`src/rtl/snn_ff_syn_pkg.sv`:
```
// Shared constants for the synapse read-modify-write sweep controller:
// FSM state encoding and the depth of the read-to-write-back pipeline.
package snn_ff_syn_pkg;

    typedef logic [1:0] fsm_state_t;

    localparam fsm_state_t ST_IDLE  = 2'd0;
    localparam fsm_state_t ST_SWEEP = 2'd1;
    localparam fsm_state_t ST_DRAIN = 2'd2;
    localparam fsm_state_t ST_DONE  = 2'd3;

    // One cycle of SRAM read latency plus one register stage in the update unit.
    localparam int PIPE_DEPTH = 2;

endpackage : snn_ff_syn_pkg

```
`src/rtl/rmw_delay_line.sv`:
```
// Valid/data shift register that carries each issued read address forward
// to the cycle its updated word is written back.
module rmw_delay_line #(
    parameter int DEPTH = 2,
    parameter int WIDTH = 10
) (
    input  logic             CLK,
    input  logic             RST_N,
    input  logic             in_valid,
    input  logic [WIDTH-1:0] in_data,
    output logic             out_valid,
    output logic [WIDTH-1:0] out_data,
    output logic             pending
);

    logic [DEPTH-1:0] valid_q;
    logic [WIDTH-1:0] data_q [DEPTH];

    // NOTE: the address stages are reset along with the valids because the
    // write address is observable on the port and must read 0 during reset.
    always_ff @(posedge CLK or negedge RST_N) begin
        if (!RST_N) begin
            valid_q <= '0;
            for (int i = 0; i < DEPTH; i++) begin
                data_q[i] <= '0;
            end
        end else begin
            valid_q[0] <= in_valid;
            data_q[0]  <= in_data;
            for (int i = 1; i < DEPTH; i++) begin
                valid_q[i] <= valid_q[i-1];
                data_q[i]  <= data_q[i-1];
            end
        end
    end

    // Entries still upstream of the output stage.
    always_comb begin
        pending = 1'b0;
        for (int i = 0; i < DEPTH - 1; i++) begin
            pending = pending | valid_q[i];
        end
    end

    assign out_valid = valid_q[DEPTH-1];
    assign out_data  = data_q[DEPTH-1];

endmodule : rmw_delay_line

```
`src/rtl/synapse_rmw_ctrl.sv`:
```
// Sweeps the synapse SRAM once per tref event: reads every address in order
// and writes back the update unit's {weight, gradient} two cycles later.
module synapse_rmw_ctrl
    import snn_ff_syn_pkg::*;
#(
    parameter int ADDR_WIDTH   = 10,
    parameter int NUM_SYN      = 1024,
    parameter int WEIGHT_WIDTH = 8,
    parameter int GRAD_WIDTH   = 8
) (
    input  logic                               CLK,
    input  logic                               RST_N,
    input  logic                               CTRL_TREF_EVENT,
    input  logic                               HOLD,
    output logic                               SRAM_RE,
    output logic [ADDR_WIDTH-1:0]              SRAM_RADDR,
    output logic                               SRAM_WE,
    output logic [ADDR_WIDTH-1:0]              SRAM_WADDR,
    input  logic [WEIGHT_WIDTH-1:0]            WSYN_NEW,
    input  logic [GRAD_WIDTH-1:0]              GRAD_NEW,
    output logic [WEIGHT_WIDTH+GRAD_WIDTH-1:0] SRAM_WDATA,
    output logic                               UPD_EVENT,
    output logic                               BUSY,
    output logic                               DONE
);

    localparam logic [ADDR_WIDTH-1:0] LAST_ADDR = ADDR_WIDTH'(NUM_SYN - 1);

    fsm_state_t            state_q;
    fsm_state_t            state_d;
    logic [ADDR_WIDTH-1:0] rd_cnt_q;

    logic                  rd_issue;
    logic                  rd_last;
    logic                  wr_valid;
    logic [ADDR_WIDTH-1:0] wr_addr;
    logic                  pipe_pending;

    assign rd_issue = (state_q == ST_SWEEP) && !HOLD;
    assign rd_last  = rd_issue && (rd_cnt_q == LAST_ADDR);

    // NOTE: every output of this block gets a default before the case, so no
    // path through it leaves state_d unassigned and no latch is inferred.
    always_comb begin
        state_d = state_q;
        case (state_q)
            ST_IDLE: begin
                if (CTRL_TREF_EVENT) begin
                    state_d = ST_SWEEP;
                end
            end
            ST_SWEEP: begin
                if (rd_last) begin
                    state_d = ST_DRAIN;
                end
            end
            ST_DRAIN: begin
                // Leave once only the output stage can still hold an entry:
                // that last write happens now and DONE lands right after it.
                if (!pipe_pending) begin
                    state_d = ST_DONE;
                end
            end
            ST_DONE: begin
                state_d = ST_IDLE;
            end
            default: begin
                state_d = ST_IDLE;
            end
        endcase
    end

    // NOTE: state registers use non-blocking assignments so every flop in the
    // design samples its inputs from the same pre-edge values.
    always_ff @(posedge CLK or negedge RST_N) begin
        if (!RST_N) begin
            state_q  <= ST_IDLE;
            rd_cnt_q <= '0;
        end else begin
            state_q <= state_d;
            if (state_q == ST_IDLE && CTRL_TREF_EVENT) begin
                rd_cnt_q <= '0;
            end else if (rd_issue && !rd_last) begin
                rd_cnt_q <= rd_cnt_q + ADDR_WIDTH'(1);
            end
        end
    end

    rmw_delay_line #(
        .DEPTH (PIPE_DEPTH),
        .WIDTH (ADDR_WIDTH)
    ) u_delay_line (
        .CLK       (CLK),
        .RST_N     (RST_N),
        .in_valid  (rd_issue),
        .in_data   (rd_cnt_q),
        .out_valid (wr_valid),
        .out_data  (wr_addr),
        .pending   (pipe_pending)
    );

    assign SRAM_RE    = rd_issue;
    assign SRAM_RADDR = rd_cnt_q;
    assign SRAM_WE    = wr_valid;
    assign UPD_EVENT  = wr_valid;
    assign SRAM_WADDR = wr_addr;
    // Gated so the bus stays quiet on bubbles and during reset.
    assign SRAM_WDATA = wr_valid ? {WSYN_NEW, GRAD_NEW} : '0;
    assign BUSY       = (state_q != ST_IDLE);
    assign DONE       = (state_q == ST_DONE);

    // The two-cycle read/write offset means the two ports never collide.
    a_no_port_collision: assert property (
        @(posedge CLK) disable iff (!RST_N)
        (SRAM_RE && SRAM_WE) |-> (SRAM_RADDR != SRAM_WADDR)
    );

    a_no_write_in_idle: assert property (
        @(posedge CLK) disable iff (!RST_N)
        (state_q == ST_IDLE) |-> !SRAM_WE
    );

endmodule : synapse_rmw_ctrl
```
`config.mk`:
```
export PLATFORM = sky130hd
export DESIGN_NAME = synapse_rmw_ctrl
export DESIGN_NICKNAME = d
export VERILOG_FILES = /design/src/rtl/snn_ff_syn_pkg.sv /design/src/rtl/rmw_delay_line.sv /design/src/rtl/synapse_rmw_ctrl.sv
export SDC_FILE = /design/constraint.sdc
export NUM_CORES = 1
export LEC_CHECK = 0
export ABC_AREA = 1
export CAP_MARGIN = 5
export CORE_MARGIN = 2
export CORE_UTILIZATION = 35
export DETAILED_ROUTE_END_ITERATION = 8
export PLACE_DENSITY_LB_ADDON = 0.12
export SYNTH_ARGS = -nofsm -noshare
export SYNTH_HDL_FRONTEND = slang
export SYNTH_SLANG_ARGS = --single-unit
```
`constraint.sdc`:
```
create_clock -name CLK -period 3.4 [get_ports CLK]
set_input_delay 0.68 -clock CLK [delete_from_list [all_inputs] [get_ports CLK]]
set_output_delay 0.68 -clock CLK [all_outputs]
set_load 0.01 [all_outputs]
```
==> PnR_summary.wiki, run 1 <==
{| class="wikitable"
! Metric !! Value
|-
| Post-synthesis cell type count || 21
|-
| Height of the die || 71.22 um
|-
| Highest-count cells in the layout ignoring fill and taps || sky130_fd_sc_hd__clkdlybuf4s50_1 (60), sky130_fd_sc_hd__nand2_1 (59), sky130_fd_sc_hd__dfrtp_1 (34), sky130_fd_sc_hd__inv_1 (28), sky130_fd_sc_hd__nand3_1 (12)
|-
| Yosys warns || 0
|-
| Area of placed instances || 2161 um^2
|-
| Number of nets in the finished design || 258
|-
| Critical path capture point type || primary output
|-
| Clock transition at the registers of the reported paths || 0.07 ns
|-
| Post-CTS setup buffer count || 0
|-
| Peak Freq || 0.3932 GHz
|-
| Static Leak || 1.218 nW
|-
| Number of design rule violations left after detail routing || 0
|-
| Per-instance average area after synthesis || 8.835 um^2
|-
| Post-layout instance area || 2303 um^2
|-
| Max-slew violations || 0
|-
| Terminating pin of the worst hold path || u_delay_line.out_data[6]
|-
| Clock Path Buffers || 2
|-
| Final cycle utilization of the critical path || 0.7480
|-
| CTS tree || built
|-
| Number of placed I/O pins || 61
|-
| Post-detail-place hpwl || 2.251 mm
|-
| First-pass GRT wire length || 4.981 mm
|-
| Total iterations of the first detailed-routing run || 4
|-
| Routability congestion estimate from global placement || 0.6903
|-
| Leading cell type in the layout, fill and taps excluded || sky130_fd_sc_hd__clkdlybuf4s50_1
|-
| Worst r2r dst || SRAM_RADDR[3]
|-
| Minimum setup slack among reg-to-reg paths || 1.76 ns
|-
| Via density per instance || 4.182
|-
| Number of placement rows || 24
|-
| GRT Total Usage || 0.1288
|-
| Worst Setup Start Kind || primary input
|-
| Number of enable-type register cells in the synthesized netlist || 0
|-
| Number of nets in the synthesized netlist || 204
|-
| Filler cells || 402
|-
| Antenna diode count || 0
|-
| Gate count after technology mapping || 179
|-
| Vias after detailed routing || 1196
|-
| Antenna-violating nets left || 0
|-
| Number of instances on the worst hold path || 0
|-
| Die Outline Area || 5072 um^2
|-
| Worst Reg-to-Reg Cells || 6
|-
| Post-synthesis async set-or-reset flop share || 1.000
|-
| Total of endpoints with negative setup slack in the final report || 0
|-
| Via count of the first global-routing pass || 1077
|-
| Setup repair after global routing missed its margin || false
|-
| Maximum ir drop on the vdd rail || 0.3829 mV
|-
| WL/cell || 10.99 um
|-
| Worst slew slack as a fraction of its limit || 0.6556
|-
| Kind of critical path || in2out
|-
| Initial Utilization || 0.3632
|-
| Clock latency on the worst-skew pair || 0.29 ns
|-
| Sequential area share after synthesis || 0.5380
|-
| Placed cell count || 278
|-
| Cell area after synthesis || 1582 um^2
|-
| Post-route minimum period || 2.543 ns
|-
| Clk root buf || sky130_fd_sc_hd__clkbuf_8
|-
| H-tree levels || 2
|-
| Core region area || 4354 um^2
|-
| Worst EP arrival || 1.86 ns
|-
| Count of routing violations after the opening detailed-route iteration || 58
|-
| Pin count of the biggest net entering global routing || 35
|-
| Clock skew || 0.004855 ns
|-
| Top flip-flop cell by instance count after synthesis || sky130_fd_sc_hd__dfrtp_1
|-
| Slew of the pin with the lowest slew margin || 0.5166 ns
|-
| Port-buffer cells || 60
|-
| Overall routed net length || 3.142 mm
|-
| Horiz. Die Dim || 71.22 um
|-
| Number of buffers inserted during clock tree synthesis || 5
|-
| Post-Layout Cell Count || 286
|-
| Reg-to-Reg Start || SRAM_RADDR[0]
|-
| Antenna violations before repair || 0
|-
| Post-CTS Hold Buffers || 0
|-
| Power Dens Cells || 590.7 nW/um^2
|-
| Fraction of final layout cells with drive strength greater than 1 || 0.08120
|-
| Startpoint of the worst hold path || u_delay_line.data_q[16]
|-
| Class of the most critical hold timing path || reg2reg
|-
| Biggest fanout along the worst timing path || 3
|-
| Hold Fails Final Rpt || 0
|-
| Post-cts sizing count || 0
|-
| Outcome || finished clean
|-
| Total congestion overflow || 0
|-
| Critical path required time || 2.72 ns
|-
| Final-layout setup total negative slack || 0 ns
|-
| Number of max-cap violations || 0
|-
| Register bit total from synthesis || 34
|-
| Signed area change from the synthesized netlist to the final layout || 45.65%
|-
| Clock sinks || 34
|-
| Post-Route Utilization || 0.5290
|}
cell type report:
cell class	count	area, um^2	area share
clock buffers	6	82.58	0.03585
clock inverters	2	60.06	0.02607
inverters	29	113.9	0.04943
multi-input cells	102	523.0	0.2271
flip-flops and latches	34	850.8	0.3694
well taps	52	65.06	0.02825
repair buffers	61	608.1	0.2640
routing by layer:
| layer | wire length (um) | share of wire | global-route usage |
|---|---|---|---|
| met5 | 0 | 0 | 0 |
| met4 | 72 | 0.023 | 0.06918 |
| met3 | 146 | 0.046 | 0.04219 |
| met2 | 1529 | 0.49 | 0.2058 |
| met1 | 1393 | 0.44 | 0.1543 |
worst max-delay path, cell delays in order:
cell and delay, ns:
sky130_fd_sc_hd__clkdlybuf4s50_1 0.39, sky130_fd_sc_hd__inv_1 0.07, sky130_fd_sc_hd__nand2_1 0.07, sky130_fd_sc_hd__inv_1 0.10
sky130_fd_sc_hd__clkdlybuf4s50_1 0.55
logic make-up (layout without fill, tap and decap cells):
group	after synthesis	after routing	share of synthesized area
fa+ha+maj	5	5	0.03956
simple gates	91	91	0.2627
compound gates	3	3	0.01186
xor+xnor	3	3	0.01662
buf+inv	43	98	0.1313
flops	34	34	0.5380
worst max path at each step:
stage / startpoint / endpoint / slack, ns
5_1_grt: HOLD / SRAM_RE / 0.82
4_1_cts: HOLD / SRAM_RE / 0.85
3_3_place_gp: HOLD / SRAM_RE / 0.85
6_report: HOLD / SRAM_RE / 0.86
2_1_floorplan: u_delay_line.valid_q[1] / SRAM_WDATA[10] / 1.67
3_5_place_dp: HOLD / SRAM_RE / 0.85
synth_stat cells (2+ instances only):
cell type / n / area, um^2
sky130_fd_sc_hd__nand3b_1: 2 / 15.01
sky130_fd_sc_hd__nor2_4: 2 / 22.52
sky130_fd_sc_hd__nor2_1: 5 / 18.77
sky130_fd_sc_hd__xor2_1: 3 / 26.28
sky130_fd_sc_hd__clkbuf_1: 2 / 7.510
sky130_fd_sc_hd__inv_1: 28 / 105.1
sky130_fd_sc_hd__dfrtp_1: 34 / 850.8
sky130_fd_sc_hd__or2_2: 2 / 12.51
sky130_fd_sc_hd__buf_4: 11 / 82.58
sky130_fd_sc_hd__ha_1: 5 / 62.56
sky130_fd_sc_hd__nand2_1: 59 / 221.5
sky130_fd_sc_hd__nand4_1: 5 / 31.28
sky130_fd_sc_hd__nand2_2: 2 / 12.51
sky130_fd_sc_hd__nand3_1: 12 / 60.06
state kept, by name (all words and copies together), names as in the netlist:
name	cells
state_q	2
u_delay_line.out_data	10
u_delay_line.valid_q	2
SRAM_RADDR	10
u_delay_line.data_q	10
power breakdown:
group          internal, W  switching (W)  total (W)
sequential        0.000455      0.0000487   0.000503
clock             0.000313       0.000144   0.000456
combinational     0.000201       0.000200   0.000401
total             0.000968       0.000393    0.00136
metrics by stage:
stage | worst slack (ns) | hold WS [ns] | total power, W
global route | 0.8164 | 0.3559 | 0.001440
global placement | 0.8469 | 0.3314 | 0.0009177
CTS | 0.8469 | 0.3503 | 0.001381
detailed placement | 0.8469 | 0.3347 | 0.0009170
finish | 0.8566 | 0.3491 | 0.001361
floorplan | 1.673 | 0.3312 | 0.0007300
Power figures use the tool's default switching activity.
==> inputs of run 2 (changes only) <==
==> constraint.sdc (replaced) <==
create_clock -name CLK -period 2.04 [get_ports CLK]
set_input_delay 0.408 -clock CLK [delete_from_list [all_inputs] [get_ports CLK]]
set_output_delay 0.408 -clock CLK [all_outputs]
set_load 0.01 [all_outputs]
==> run 2 against run 1 <==
  * Core utilization grew 0.23 points
  * Flip-flop and latch count is the same
  * Register-to-register slack lost 1.3 ns
  * Via count grew 3.5%
  * Sequential power grew 62%
  * Non-clock buffer count grew 5
  * Clock skew shrank 0.00052 ns
  * Clock power grew 33%
  * Highest routed layer unchanged
==> PnR_summary.wiki, run 2 (synthesis gave the netlist of run 1 again) <==
{| class="wikitable"
! Metric !! Value
|-
| Clock Path Buffers || 2 (unchanged)
|-
| Area of placed instances || 2183 um^2 (+1.0%)
|-
| Number of design rule violations left after detail routing || 0 (unchanged)
|-
| Worst EP arrival || 1.50 ns (-0.36 ns)
|-
| Worst Setup Start Kind || flop
|-
| Antenna violations before repair || 0 (unchanged)
|-
| Final-layout setup total negative slack || 0 ns (unchanged)
|-
| First-pass GRT wire length || 5.188 mm (+4.2%)
|-
| Horiz. Die Dim || 71.22 um (unchanged)
|-
| Via density per instance || 4.254 (+1.7%)
|-
| Post-route minimum period || 1.908 ns
|-
| Class of the most critical hold timing path || reg2reg
|-
| Max-slew violations || 0 (unchanged)
|-
| Routability congestion estimate from global placement || 0.6945 (+0.61%)
|-
| Signed area change from the synthesized netlist to the final layout || 46.28%
|-
| Power Dens Cells || 932.1 nW/um^2 (+58%)
|-
| Clk root buf || sky130_fd_sc_hd__clkbuf_8
|-
| Initial Utilization || 0.3632 (unchanged)
|-
| Biggest fanout along the worst timing path || 4 (+1)
|-
| Critical path capture point type || primary output
|-
| Core region area || 4354 um^2 (unchanged)
|-
| Total of endpoints with negative setup slack in the final report || 0 (unchanged)
|-
| Number of placed I/O pins || 61 (unchanged)
|-
| Maximum ir drop on the vdd rail || 0.5572 mV (+46%)
|-
| Worst Slack Setup Final || 0.1316 ns (-0.7250 ns)
|-
| Clock sinks || 34 (unchanged)
|-
| Total iterations of the first detailed-routing run || 4 (unchanged)
|-
| CTS tree || built
|-
| Overall routed net length || 3.138 mm (-0.13%)
|-
| Highest-count cells in the layout ignoring fill and taps || sky130_fd_sc_hd__nand2_1 (59), sky130_fd_sc_hd__clkdlybuf4s50_1 (58), sky130_fd_sc_hd__dfrtp_1 (34), sky130_fd_sc_hd__inv_1 (28), sky130_fd_sc_hd__nand3_1 (12)
|-
| Clock transition at the registers of the reported paths || 0.07 ns (about the same)
|-
| Critical path required time || 1.63 ns (-1.09 ns)
|-
| Static Leak || 1.232 nW (+1.2%)
|-
| Fraction of final layout cells with drive strength greater than 1 || 0.1004 (+0.01922)
|-
| Port-buffer cells || 60 (unchanged)
|-
| Clock latency on the worst-skew pair || 0.28 ns (about the same)
|-
| Vias after detailed routing || 1238 (+3.5%)
|-
| Height of the die || 71.22 um (unchanged)
|-
| Post-Place Worst Slack || 0.06836 ns (-0.7785 ns)
|-
| Post-detail-place hpwl || 2.321 mm (+3.1%)
|-
| Count of routing violations after the opening detailed-route iteration || 48 (-17%)
|-
| Clock skew || 0.004335 ns (-0.0005199 ns)
|-
| Outcome || finished clean
|-
| Post-Route Utilization || 0.5313 (+0.002299)
|-
| Antenna-violating nets left || 0 (unchanged)
|-
| Die Outline Area || 5072 um^2 (unchanged)
|-
| Setup repair after global routing missed its margin || false
|-
| Total power || 0.002156 W (+58%)
|-
| Worst slew slack as a fraction of its limit || 0.6800 (+0.02439)
|-
| Number of nets in the finished design || 263 (+1.9%)
|-
| Pin count of the biggest net entering global routing || 35 (unchanged)
|-
| WL/cell || 10.78 um (-1.8%)
|-
| Filler cells || 379 (-5.7%)
|-
| Slew of the pin with the lowest slew margin || 0.4800 ns (-0.03659 ns)
|-
| Number of placement rows || 24 (unchanged)
|-
| Number of max-cap violations || 0 (unchanged)
|-
| Hold Fails Final Rpt || 0 (unchanged)
|-
| Peak Freq || 0.5240 GHz
|-
| Final cycle utilization of the critical path || 0.9355
|-
| GRT Total Usage || 0.1314 (+0.002615)
|-
| Via count of the first global-routing pass || 1069 (-0.74%)
|-
| Post-layout instance area || 2313 um^2 (+0.43%)
|-
| H-tree levels || 2 (unchanged)
|-
| Antenna diode count || 0 (unchanged)
|-
| Total congestion overflow || 0 (unchanged)
|-
| Number of buffers inserted during clock tree synthesis || 5 (unchanged)
|-
| Leading cell type in the layout, fill and taps excluded || sky130_fd_sc_hd__nand2_1
|-
| Kind of critical path || reg2out
|}
run 2: critical path, stage by stage, from the launching register on:
cell	delay, ns
sky130_fd_sc_hd__dfrtp_1	0.41
sky130_fd_sc_hd__buf_4	0.15
sky130_fd_sc_hd__ha_1	0.18
sky130_fd_sc_hd__clkdlybuf4s50_1	0.47
run 2: per-layer routing:
layer  up-vias  wire, um  global-route usage
li1        646         -                   -
met1       558      1414              0.1807
met2        27      1528              0.1934
met3         7       145             0.04360
met4         0        50             0.05031
met5         -         0                   0
run 2: where the power goes:
group / internal (W) / switching, W / total (W) / leakage, nW
clock: 0.000363 / 0.000242 / 0.000605 / 0.0504
sequential: 0.000758 / 0.0000552 / 0.000813 / 0.466
combinational: 0.000370 / 0.000368 / 0.000739 / 0.716
total: 0.00149 / 0.000665 / 0.00216 / 1.23
run 2: timing repair:
action,in CTS,in global routing
resized for setup,1,1
hold buffers,0,0
endpoints found under the setup margin,1,1
setup buffers,0,2
run 2: layout make-up:
cell class	instances	area (um^2)	area share
flip-flops and latches	34	850.8	0.3678
multi-input cells	102	523.0	0.2261
inverters	29	113.9	0.04922
clock buffers	5	68.82	0.02975
clock inverters	3	45.04	0.01947
repair buffers	66	646.9	0.2796
well taps	52	65.06	0.02812
run 2: worst paths after layout:
path	start	endpoint	slack, ns	cells past startpoint
min in group asynchronous	RST_N	u_delay_line.data_q[14]	0.53	2
worst min register to register	u_delay_line.data_q[16]	u_delay_line.out_data[6]	0.35	0
worst min-delay path	u_delay_line.data_q[16]	u_delay_line.out_data[6]	0.35	0
max in group asynchronous	RST_N	u_delay_line.data_q[10]	1.22	2
worst max-delay path	state_q[0]	DONE	0.13	3
worst max register to register	SRAM_RADDR[0]	SRAM_RADDR[0]	0.42	6
run 2: metrics by stage:
step,hold slack (ns),instances
6_report,0.3489,291
3_5_place_dp,0.3347,281
3_3_place_gp,0.3316,281
4_1_cts,0.3503,289
2_1_floorplan,0.1124,179
5_1_grt,0.3577,291
